## config.mk

```make
export PLATFORM = sky130hd
export DESIGN_NAME = keypad_password_entry
export DESIGN_NICKNAME = d
export VERILOG_FILES = /design/src/rtl/keypad_password_entry_pkg.sv /design/src/rtl/keypad_password_entry_scanner.sv /design/src/rtl/keypad_password_entry.sv
export SDC_FILE = /design/constraint.sdc
export NUM_CORES = 1
export LEC_CHECK = 0
export CAP_MARGIN = 20
export CORE_MARGIN = 4
export CORE_UTILIZATION = 30
export CTS_CLUSTER_DIAMETER = 30
export DETAILED_ROUTE_END_ITERATION = 10
export GPL_TIMING_DRIVEN = 0
export RECOVER_POWER = 50
export SYNTH_ARGS = -nofsm -noshare
export SYNTH_HDL_FRONTEND = slang
export SYNTH_SLANG_ARGS = --single-unit
```

## constraint.sdc

```tcl
create_clock -name clk -period 2.3 [get_ports clk]
set_input_delay 0.46 -clock clk [delete_from_list [all_inputs] [get_ports clk]]
set_output_delay 0.46 -clock clk [all_outputs]
set_load 0.01 [all_outputs]
```

## src/rtl/keypad_password_entry_pkg.sv

```systemverilog
// Shared definitions for the keypad password entry path: key codes,
// scanner state encoding and the row/column to key-code map.
package keypad_password_entry_pkg;

    localparam logic [3:0] KEY_BKSP      = 4'hD;
    localparam logic [3:0] KEY_CLR       = 4'hE;
    localparam logic [3:0] KEY_ENT       = 4'hF;
    localparam logic [3:0] KEY_MAX_DIGIT = 4'd9;
    localparam logic [3:0] COL_IDLE      = 4'hF;
    localparam logic [2:0] CNT_FULL      = 3'd4;
    localparam int         MAX_DIGITS    = 4;

    typedef enum logic [1:0] {
        ST_SCAN     = 2'd0,
        ST_DEBOUNCE = 2'd1,
        ST_RELEASE  = 2'd2
    } scan_state_t;

    // Nibble {row,col} holds the key code:
    // r0: 1 2 3 A | r1: 4 5 6 B | r2: 7 8 9 C | r3: E 0 F D
    localparam logic [63:0] KEY_TABLE = 64'hDF0E_C987_B654_A321;

    function automatic logic [3:0] key_lookup(input logic [1:0] row, input logic [1:0] col);
        return KEY_TABLE[{row, col, 2'b00} +: 4];
    endfunction

    // With several columns pulled low, the lowest-index column wins.
    function automatic logic [1:0] first_low_col(input logic [3:0] col);
        if (!col[0])
            return 2'd0;
        else if (!col[1])
            return 2'd1;
        else if (!col[2])
            return 2'd2;
        else
            return 2'd3;
    endfunction

endpackage

```

## src/rtl/keypad_password_entry_scanner.sv

```systemverilog
// Matrix keypad scanner: synchronises the column inputs, divides the clock
// down to a scan tick, walks the rows, debounces press and release and
// decodes one key event per press.
module keypad_password_entry_scanner
    import keypad_password_entry_pkg::*;
#(
    parameter int SCAN_DIV       = 12500,
    parameter int DEBOUNCE_TICKS = 20
) (
    input  logic       clk,
    input  logic       rst,
    input  logic [3:0] key_col,
    output logic [3:0] key_row,
    output logic       key_valid,
    output logic [3:0] key_code
);

    localparam int TW = (SCAN_DIV > 1) ? $clog2(SCAN_DIV) : 1;
    localparam int DW = $clog2(DEBOUNCE_TICKS + 1);
    localparam logic [TW-1:0] TICK_LAST = TW'(SCAN_DIV - 1);
    localparam logic [DW-1:0] DEB_LAST  = DW'(DEBOUNCE_TICKS);
    localparam logic [DW-1:0] REL_LAST  = DW'(DEBOUNCE_TICKS - 1);

    logic [3:0]    col_meta;
    logic [3:0]    col_sync;
    logic [TW-1:0] tick_cnt;
    logic          scan_tick;
    scan_state_t   state;
    logic [1:0]    row_sel;
    logic [1:0]    next_row;
    logic [3:0]    col_lat;
    logic [DW-1:0] deb_cnt;

    assign scan_tick = (tick_cnt == TICK_LAST);
    assign next_row  = row_sel + 2'd1;

    // Two-flop synchroniser for the asynchronous column lines; idle is all-high.
    always_ff @(posedge clk) begin
        if (rst) begin
            col_meta <= COL_IDLE;
            col_sync <= COL_IDLE;
        end else begin
            col_meta <= key_col;
            col_sync <= col_meta;
        end
    end

    // Free-running scan divider; scan_tick marks its last count.
    always_ff @(posedge clk) begin
        if (rst)
            tick_cnt <= '0;
        else if (scan_tick)
            tick_cnt <= '0;
        else
            tick_cnt <= tick_cnt + 1'b1;
    end

    // Scan/debounce/release FSM; every decision is taken on a scan tick only.
    always_ff @(posedge clk) begin
        if (rst) begin
            state     <= ST_SCAN;
            row_sel   <= 2'd0;
            key_row   <= 4'b1110;
            col_lat   <= COL_IDLE;
            deb_cnt   <= '0;
            key_valid <= 1'b0;
            key_code  <= 4'h0;
        end else begin
            key_valid <= 1'b0;
            if (scan_tick) begin
                case (state)
                    ST_SCAN: begin
                        if (col_sync != COL_IDLE) begin
                            col_lat <= col_sync;
                            deb_cnt <= DW'(1);
                            state   <= ST_DEBOUNCE;
                        end else begin
                            row_sel <= next_row;
                            key_row <= ~(4'b0001 << next_row);
                        end
                    end
                    ST_DEBOUNCE: begin
                        if (col_sync == col_lat) begin
                            if (deb_cnt == DEB_LAST) begin
                                key_code  <= key_lookup(row_sel, first_low_col(col_lat));
                                key_valid <= 1'b1;
                                deb_cnt   <= '0;
                                state     <= ST_RELEASE;
                            end else begin
                                deb_cnt <= deb_cnt + 1'b1;
                            end
                        end else begin
                            deb_cnt <= '0;
                            state   <= ST_SCAN;
                        end
                    end
                    ST_RELEASE: begin
                        if (col_sync == COL_IDLE) begin
                            if (deb_cnt == REL_LAST) begin
                                deb_cnt <= '0;
                                state   <= ST_SCAN;
                            end else begin
                                deb_cnt <= deb_cnt + 1'b1;
                            end
                        end else begin
                            deb_cnt <= '0;
                        end
                    end
                    default: begin
                        deb_cnt <= '0;
                        state   <= ST_SCAN;
                    end
                endcase
            end
        end
    end

endmodule

```

## src/rtl/keypad_password_entry.sv

```systemverilog
// Password entry top level: keypad scanner plus the four-digit entry buffer
// with backspace, clear and enter handling.
module keypad_password_entry
    import keypad_password_entry_pkg::*;
#(
    parameter int SCAN_DIV       = 12500,
    parameter int DEBOUNCE_TICKS = 20
) (
    input  logic        clk,
    input  logic        rst,
    input  logic [3:0]  key_col,
    output logic [3:0]  key_row,
    output logic        key_valid,
    output logic [3:0]  key_code,
    output logic [3:0]  p0,
    output logic [3:0]  p1,
    output logic [3:0]  p2,
    output logic [3:0]  p3,
    output logic [3:0]  digit_valid,
    output logic [2:0]  digit_cnt,
    output logic        pwd_valid,
    output logic [15:0] pwd,
    output logic        entry_err
);

    logic [3:0] p_buf [MAX_DIGITS];
    logic [1:0] wr_idx;
    logic [1:0] bk_idx;

    keypad_password_entry_scanner #(
        .SCAN_DIV       (SCAN_DIV),
        .DEBOUNCE_TICKS (DEBOUNCE_TICKS)
    ) u_scanner (
        .clk       (clk),
        .rst       (rst),
        .key_col   (key_col),
        .key_row   (key_row),
        .key_valid (key_valid),
        .key_code  (key_code)
    );

    assign p0     = p_buf[0];
    assign p1     = p_buf[1];
    assign p2     = p_buf[2];
    assign p3     = p_buf[3];
    assign wr_idx = digit_cnt[1:0];
    assign bk_idx = digit_cnt[1:0] - 2'd1;

    // Entry buffer: applies the decoded key one clock after key_valid.
    always_ff @(posedge clk) begin
        if (rst) begin
            for (int i = 0; i < MAX_DIGITS; i++)
                p_buf[i] <= 4'h0;
            digit_valid <= 4'b0000;
            digit_cnt   <= 3'd0;
            pwd_valid   <= 1'b0;
            pwd         <= 16'h0000;
            entry_err   <= 1'b0;
        end else begin
            pwd_valid <= 1'b0;
            entry_err <= 1'b0;
            if (key_valid) begin
                if (key_code <= KEY_MAX_DIGIT) begin
                    if (digit_cnt < CNT_FULL) begin
                        p_buf[wr_idx]       <= key_code;
                        digit_valid[wr_idx] <= 1'b1;
                        digit_cnt           <= digit_cnt + 3'd1;
                    end
                end else if (key_code == KEY_BKSP) begin
                    if (digit_cnt != 3'd0) begin
                        p_buf[bk_idx]       <= 4'h0;
                        digit_valid[bk_idx] <= 1'b0;
                        digit_cnt           <= digit_cnt - 3'd1;
                    end
                end else if (key_code == KEY_CLR) begin
                    for (int i = 0; i < MAX_DIGITS; i++)
                        p_buf[i] <= 4'h0;
                    digit_valid <= 4'b0000;
                    digit_cnt   <= 3'd0;
                end else if (key_code == KEY_ENT) begin
                    if (digit_cnt == CNT_FULL) begin
                        pwd       <= {p_buf[3], p_buf[2], p_buf[1], p_buf[0]};
                        pwd_valid <= 1'b1;
                        for (int i = 0; i < MAX_DIGITS; i++)
                            p_buf[i] <= 4'h0;
                        digit_valid <= 4'b0000;
                        digit_cnt   <= 3'd0;
                    end else begin
                        entry_err <= 1'b1;
                    end
                end
            end
        end
    end

endmodule
```

; After elaboration in Yosys (flattened, before gate mapping)
; Memory sizes are Yosys's and may differ from the RTL's.
; Index checks and enable logic that the tools add are counted.
; W data, S select, Z words.
[word_totals]
memories = 1
ff_bits = 69
word_cells = 168
mem_bits_rw = 16
output_inout_bits = 50
[mem_list]
columns = memory, words, word_bits, read_ports, rd_clocked_by_memory_dff, wr, line
row1 = p_buf, 4, 4, 4, 0, 4, keypad_password_entry.sv:26  ; logic [3:0] p_buf [MAX_DIGITS];
[op_classes]
n_bitwise = 21
n_shift = 2
magnitude_cmp = 6
muxes = 81
n_addsub = 6
reduce_logical = 18
eq_ne = 18
[ops]
columns = cell, count
row1 = $mux W4, 17
row2 = $shiftx A64 B7 Y4 const A, 1
row3 = $mux W1, 34
row4 = $mux W2, 14
row5 = $mux W5, 5
row6 = $mux W3, 7
row7 = $eq A4 B4 Y1 const B, 4
row8 = $pmux W5 S3, 1
row9 = $add A14 B1 Y14 const B, 1
row10 = $eq A14 B14 Y1 const B, 1
row11 = $reduce_or A4 Y1, 3
row12 = $eq A5 B5 Y1 const B, 2
row13 = $reduce_and A5 Y1, 2
row14 = $not A1 Y1, 9
row15 = $ne A2 B1 Y1 const B, 4
row16 = $not A4 Y4, 2
row17 = $or A1 B1 Y1, 8
row18 = $reduce_bool A4 Y1, 2
row19 = $lt A2 B3 Y1 const B, 2
row20 = $pmux W2 S3, 1
row21 = $reduce_and A3 Y1, 2
row22 = $reduce_and A6 Y1, 1
row23 = $reduce_or A6 Y1, 1
row24 = $add A5 B1 Y5 const B, 1
row25 = 24 further kinds, 27

; Depth between registers and ports, before layout
[logic_depth]
ltp_word = 12
depth_mapped = 8
depth_no_buf = 8

; Modules after synthesis
; Synthesis repeated with hierarchy kept, for this count alone.
[unflattened]
cells_unflattened = 431
hier_area_um2 = 3921.3
[modules_own_cells]
columns = module, instances, area_each_um2, cells_per_inst
row1 = keypad_password_entry_scanner, 1, 2058.2, 229
row2 = keypad_password_entry, 1, 1863.0, 202

; Worst setup path after synthesis
; No wires, ideal clock.
[synth_path]
kind = reg2reg
startpoint = register digit_cnt[0]
endpoint = memory p_buf[1][0], enable pin
setup_slack_ps = -141
t_required_ps = 1939
setup_ps = 361
period_less_slack_ps = 2441
path_buffers = 0
arrival_time_ps = 2080
stages_incl_launch_ff = 8
path_cell_list = dfxtp_1 inv_1 ha_1 nor2b_1 nor3_1 and3_1 a21oi_1 o21ai_0
[synth_lines]
columns = element, line
row1 = from (decl), keypad_password_entry.sv:20  ; output logic [2:0] digit_cnt,
row2 = from (signal assigned), keypad_password_entry.sv:67  ; digit_cnt <= digit_cnt + 3'd1;
row3 = from (signal assigned), keypad_password_entry.sv:73  ; digit_cnt <= digit_cnt - 3'd1;
row4 = to (decl), keypad_password_entry.sv:26

==> flow_metrics.env <==
export IMPL_status="completed"
export IMPL_worst_path_buf_inv=1
export IMPL_finalSetupTns_ns=0
export IMPL_core_area_mm2=0.0127
export IMPL_arrival_ns=2.18
export IMPL_drv_cap=0
export IMPL_r2r_start="u_scanner.key_code[0]"
export IMPL_synth_most_common_cell="dfxtp_1"
export IMPL_cp_required_ns=2.33
export IMPL_grt_pass1_vias=2985
export IMPL_ant_nets=0
export IMPL_hold_start="u_scanner.col_meta[0]"
export IMPL_yosys_warnings=0
export IMPL_startpoint="u_scanner.key_code[0]"
export IMPL_syn_num_nets=457
export IMPL_avgSynthCellArea_um2=9.15
export IMPL_area_growth_pct=28.6
export IMPL_grt_max_degree=16
export IMPL_fin_skew_ns=0.00741
export IMPL_ys_async_sr_fraction_pct=0
export IMPL_hold_viol_final=0
export IMPL_irDropWorstVdd_mv=0.278
export IMPL_diodes=0
export IMPL_worst_setup_path_type="flop to flop"
export IMPL_slew_headroom_pct=47.5
export IMPL_synth_area_top_cells="dfxtp_1 35%, edfxtp_1 12%, nand2_1 6.4%"
export IMPL_routed_wl_um=8800
export IMPL_p_seq_share_pct=50.1
export IMPL_synth_top_flop_cell="dfxtp_1"
export IMPL_hold_class="flop to flop"
export IMPL_synth_seq_cells=85
export IMPL_maxSlewViolCount=0
export IMPL_period_share_pct=93.6
export IMPL_worstPathCellList="buf_2 -> nand4b_1 -> or3_1 -> nor3_1 -> a31oi_1 -> o21ai_2"
export IMPL_dieArea_mm2=0.0150
export IMPL_power_density_mw_per_mm2=613
export IMPL_port_buffer_count=55
export IMPL_gp_congestion=0.803
export IMPL_clk_pin_slew_ns=0.06
export IMPL_clock_latency_ns=0.34
export IMPL_synth_seq_area_share_pct=47.2
export IMPL_cts_max_path_buffers=2
export IMPL_drive_above_1_share_pct=10.3
export IMPL_critPathCaptureType="flop"
export IMPL_tightest_slew_ns=0.779
export IMPL_vias=3159
export IMPL_clkPwrFrac_pct=46.5
export IMPL_synth_top_area_cell="dfxtp_1"
export IMPL_grt_overflow_total=0
export IMPL_switching_share_pct=21.8
export IMPL_syn_inst=431
export IMPL_period_needed_ns=2.15
export IMPL_syn_area_mm2=0.00394
export IMPL_timing_fmax_mhz=465
export IMPL_drt_first_pass_iters=4
export IMPL_crit_path_max_incr_delay_ns=0.45
export IMPL_comb_power_share_pct=3.4
export IMPL_setup_violations=0
export IMPL_drt_iter0_drc=72
export IMPL_ioPinCount=56
export IMPL_synth_common_cells="69 x dfxtp_1, 67 x nand2_1, 53 x nor2_1"
export IMPL_p_leak_nw=1.94
export IMPL_worst_path_max_fanout=10
export IMPL_synthDistinctLibCells=56
export IMPL_cts_tree="built"
export IMPL_synth_edff_count=16
export IMPL_p_sw_mw=0.678
export IMPL_fin_nets=525
export IMPL_critPathTopFamily="simple AND/OR/NAND/NOR gates"
export IMPL_cts_root_buf="clkbuf_16"
export IMPL_die_y_um=123
export IMPL_start_util_pct=31.0
export IMPL_cts_buffers=9
export IMPL_n_fill_cell=1312
export IMPL_hpwl_um=6500
export IMPL_grt_first_pass_wirelength_um=14300
export IMPL_crit_slowest_cell="or3_1"
export IMPL_whs_ns=0.407
export IMPL_die_x_um=123
export IMPL_htree_levels=3
export IMPL_drc_errors=0
export IMPL_startpoint_type="flop"
export IMPL_reg2reg_setup_slack_ns=0.15
export IMPL_vias_per_cell=4.67
export IMPL_antenna_found_initial=0
export IMPL_p_int_mw=2.43
export IMPL_wire_per_inst_um=13.0
export IMPL_netlist_area_leader_share_pct=35.0
export IMPL_rows=41
export IMPL_cts_sinks=85
export IMPL_track_usage_pct=12.1
## registers in the layout, summed over array words and instances, names as in the netlist, 3 cells and up
name	cells
digit_cnt	3
u_scanner.col_meta	4
u_scanner.key_code	4
u_scanner.col_sync	4
u_scanner.deb_cnt	5
u_scanner.tick_cnt	14
digit_valid	4
pwd	16
u_scanner.col_lat	4
p_buf	16
u_scanner.key_row	4
## cell families (layout without fill, tap and decap cells)
kind of cell,after synthesis,count (layout),synth area share (%)
DFF,85,85,47.2
xor gates and xnor gates,18,18,4.00
muxes,12,12,3.11
and+or+nand+nor,200,200,25.6
adders and majority gates,20,20,6.35
AOI/OAI and AO/OA,66,66,10.7
buffers and inverters,30,103,3.01
## worst reg2reg max path: stages (launching register included)
cell and delay [ns]:
dfxtp_1 0.39, buf_2 0.24, nand4b_1 0.22, or3_1 0.46
nor3_1 0.16, a31oi_1 0.13, o21ai_2 0.26
## power groups by stage
stage	clock network (mW)	logic, mW	registers (mW)
2_1_floorplan	0	0.0487	1.59
4_1_cts	1.50	0.114	1.56
3_3_place_gp	0	0.112	1.59
3_5_place_dp	0	0.113	1.59
5_1_grt	1.55	0.118	1.56
6_report	1.44	0.107	1.55
## metrics by stage
stage	instances	worst slack [ns]	instance area [um2]	power, mW	util [%]
3_5_place_dp	658	-0.439	4710	1.70	37.0
2_1_floorplan	431	-0.00696	3950	1.64	-
3_3_place_gp	658	-0.393	4710	1.70	37.0
4_1_cts	675	0.0265	5050	3.17	39.7
5_1_grt	676	-0.00698	5070	3.23	39.9
6_report	676	0.148	5070	3.11	39.9
## metal layers
metal | vias up | global-route usage [%] | routed length, um | part of all wire [%]
met5 | - | 0 | 0 | 0
met4 | 0 | 4.55 | 95 | 1.1
met3 | 6 | 3.23 | 447 | 5.1
met2 | 65 | 20.5 | 4290 | 49
met1 | 1467 | 14.7 | 3970 | 45
li1 | 1621 | - | - | -
## repair_timing
action | 4_1_cts | 5_1_grt
pin swaps | 1 | 2
hold buffers | 0 | 0
endpoints found under the setup margin | 34 | 17
resized for setup | 10 | 3
endpoints found under the hold margin | 0 | 0
setup buffers | 1 | 1
## final timing paths
check             cells past startpoint                    end
hold reg to reg                       1  u_scanner.col_sync[0]
hold / removal                        1  u_scanner.col_sync[0]
setup / recovery                      6            p_buf[2][3]
setup reg to reg                      6            p_buf[2][3]
## layout by cell type (no fill, tap or decap), drive strengths merged, types with 3 or more instances in the layout
| cell type | netlist | routed |
|---|---|---|
| buf | 5 | 7 |
| nor2b | 5 | 5 |
| ha | 20 | 20 |
| nand3 | 9 | 9 |
| inv | 13 | 13 |
| clkinvlp | 0 | 4 |
| dlygate4sd3 | 0 | 50 |
| dfxtp | 69 | 69 |
| clkdlybuf4s50 | 0 | 5 |
| o211ai | 5 | 5 |
| and3 | 8 | 8 |
| nand2b | 5 | 5 |
| a21oi | 28 | 28 |
| edfxtp | 16 | 16 |
| clkbuf | 12 | 21 |
| nor4 | 3 | 3 |
| a211oi | 3 | 3 |
| nor3 | 16 | 16 |
| xor2 | 7 | 7 |
| xnor2 | 11 | 11 |
| mux2i | 10 | 10 |
| and2 | 6 | 6 |
| nand2 | 67 | 67 |
| o21ai | 11 | 11 |
| nand4 | 5 | 5 |
| or2 | 11 | 11 |
| nor2 | 53 | 53 |
## layout make-up
type / count / area, um2 / share of cell area [%]
Buffer: 17 / 70.1 / 1.38
Clock buffer: 9 / 225 / 4.44
Timing Repair Buffer: 57 / 566 / 11.2
Tap cell: 172 / 215 / 4.24
Inverter: 13 / 52.6 / 1.04
Multi-Input combinational cell: 316 / 2000 / 39.4
Sequential cell: 85 / 1870 / 36.9
Clock inverter: 7 / 75.1 / 1.48
Power figures use the tool's default switching activity.
==> RTL change (config.mk and constraints unchanged) <==
Encoding of `scan_state_t`: now one-hot (3 bits for 3 states).
--- a/src/rtl/keypad_password_entry_pkg.sv
+++ b/src/rtl/keypad_password_entry_pkg.sv
@@ -10,10 +10,10 @@
     localparam logic [2:0] CNT_FULL      = 3'd4;
     localparam int         MAX_DIGITS    = 4;
 
-    typedef enum logic [1:0] {
-        ST_SCAN     = 2'd0,
-        ST_DEBOUNCE = 2'd1,
-        ST_RELEASE  = 2'd2
+    typedef enum logic [2:0] {
+        ST_SCAN     = 3'b001,
+        ST_DEBOUNCE = 3'b010,
+        ST_RELEASE  = 3'b100
     } scan_state_t;
 
     // Nibble {row,col} holds the key code:
Behaviour: same outputs for any inputs over 10 cycles, from zero or initial values and one cycle with rst high; not proved beyond that.
==> RTL change against the unedited design <==
  * Core utilization rose by 0.077 points
  * Global-route usage fell by 0.063 points
  * Fmax fell by 3.0%
  * Power fell by 0.35%
  * Synthesized area rose by 3.1%
  * Critical path type unchanged
  * Largest cell class unchanged
  * Worst hold slack barely moved
  * Worst setup slack got worse by 0.067 ns
  * Die area rose by 2.9%
  * Cell area rose by 4.3%
  * Wire length rose by 4.5%
  * Sequential cell count rose by 1
==> RTL change: results (changes against the unedited design) <==
outcome finished, final reports clean; syn_area_per_cell 9.01 um2 (-1.5%); via count 3406 (+7.8%); Inverters excl. clock 11 (-2); multi-input logic portion of the cell area 40.5% (+1.1 points); Layout Nets 548 (+4.4%); Netlist cell types 50 (-11%); Worst EP arrival 2.44 ns (+0.26 ns); final-layout clock-cell area share 5.44% (-0.48 points); Critical Path Sink u_scanner.col_lat[0]; row cnt 42 (+2.4%); Fin Hold WS 0.408 ns (+0.000192 ns); 1st-iter DRT viols 171 (+140%); Seq/Total Area, Yosys 46.3% (-0.93 points); slowest CP cell or4_4; met1 wire length 4.38 mm (+10%); Critical Path Start u_scanner.tick_cnt[9]; met2 wire length 4.30 mm (+0.30%); Filler cells 1333 (+1.6%); largest net degree at the start of global routing 15 (-1); Multi-In Gates 334 (+5.7%); post-synthesis xor/xnor area fraction 3.66% (-0.34 points); Post-Place Cell Area 4840 um2 (+2.7%); compound-gate portion of the synthesized area 10.8% (+0.11 points); LEAKAGE 0.00192 uW (-0.60%); post_cts resized 15 (+5); Placed Cells 682 (+3.6%); Rel. slew slack 62.6% (+15 points); GRT Util Overall 12.0% (-0.063 points); fraction of layout cells with a size suffix above 1 13.3% (+2.9 points); vias in the first global route 3282 (+9.9%); maximum VDD drop 412 uV (+48%); skew final 0.0104 ns (+0.00294 ns); Detailed Route WL 9.20 mm (+4.5%); Worst Path Max Fanout 6 (-4); multiplexer share of the synthesized area 2.74% (-0.37 points); PwrDens 585 nW/um2 (-4.5%); Mapped Nets 476 (+4.2%); Final Wtd Congestion 0.841 (+4.7%); global-route wire length before repair 15.7 mm (+10%)
## RTL change: cell count changes in the layout (fill, tap and decap cells not counted), sizes merged, moves of 4 or more
cell,change
nand3,+10
clkbuf,+9
nand3b,+7
nand2b,+6
a211o,+5
and2,-5
and3,-4
nor3,-4
## RTL change: report_power, final
| part | total [uW] | switching (uW) | leakage [uW] | internal, uW |
|---|---|---|---|---|
| registers | 1580 | 17.8 | 0.000732 | 1560 |
| clock network | 1390 | 568 | 0.000145 | 825 |
| logic | 127 | 69.1 | 0.00105 | 57.5 |
## RTL change: metal layers
| layer | track usage, % | up-vias |
|---|---|---|
| met5 | 0 | - |
| met4 | 3.61 | 0 |
| met3 | 3.95 | 9 |
| met2 | 19.5 | 70 |
| met1 | 15.3 | 1609 |
| li1 | - | 1718 |
## RTL change: worst reg2reg max path: cells and delay by family, from the launching register on
family | cells | cell delay, ns
AND/OR/NAND/NOR | 4 | 1.45
flip-flops | 1 | 0.34
multiplexers | 1 | 0.17
buffers and inverters | 1 | 0.15
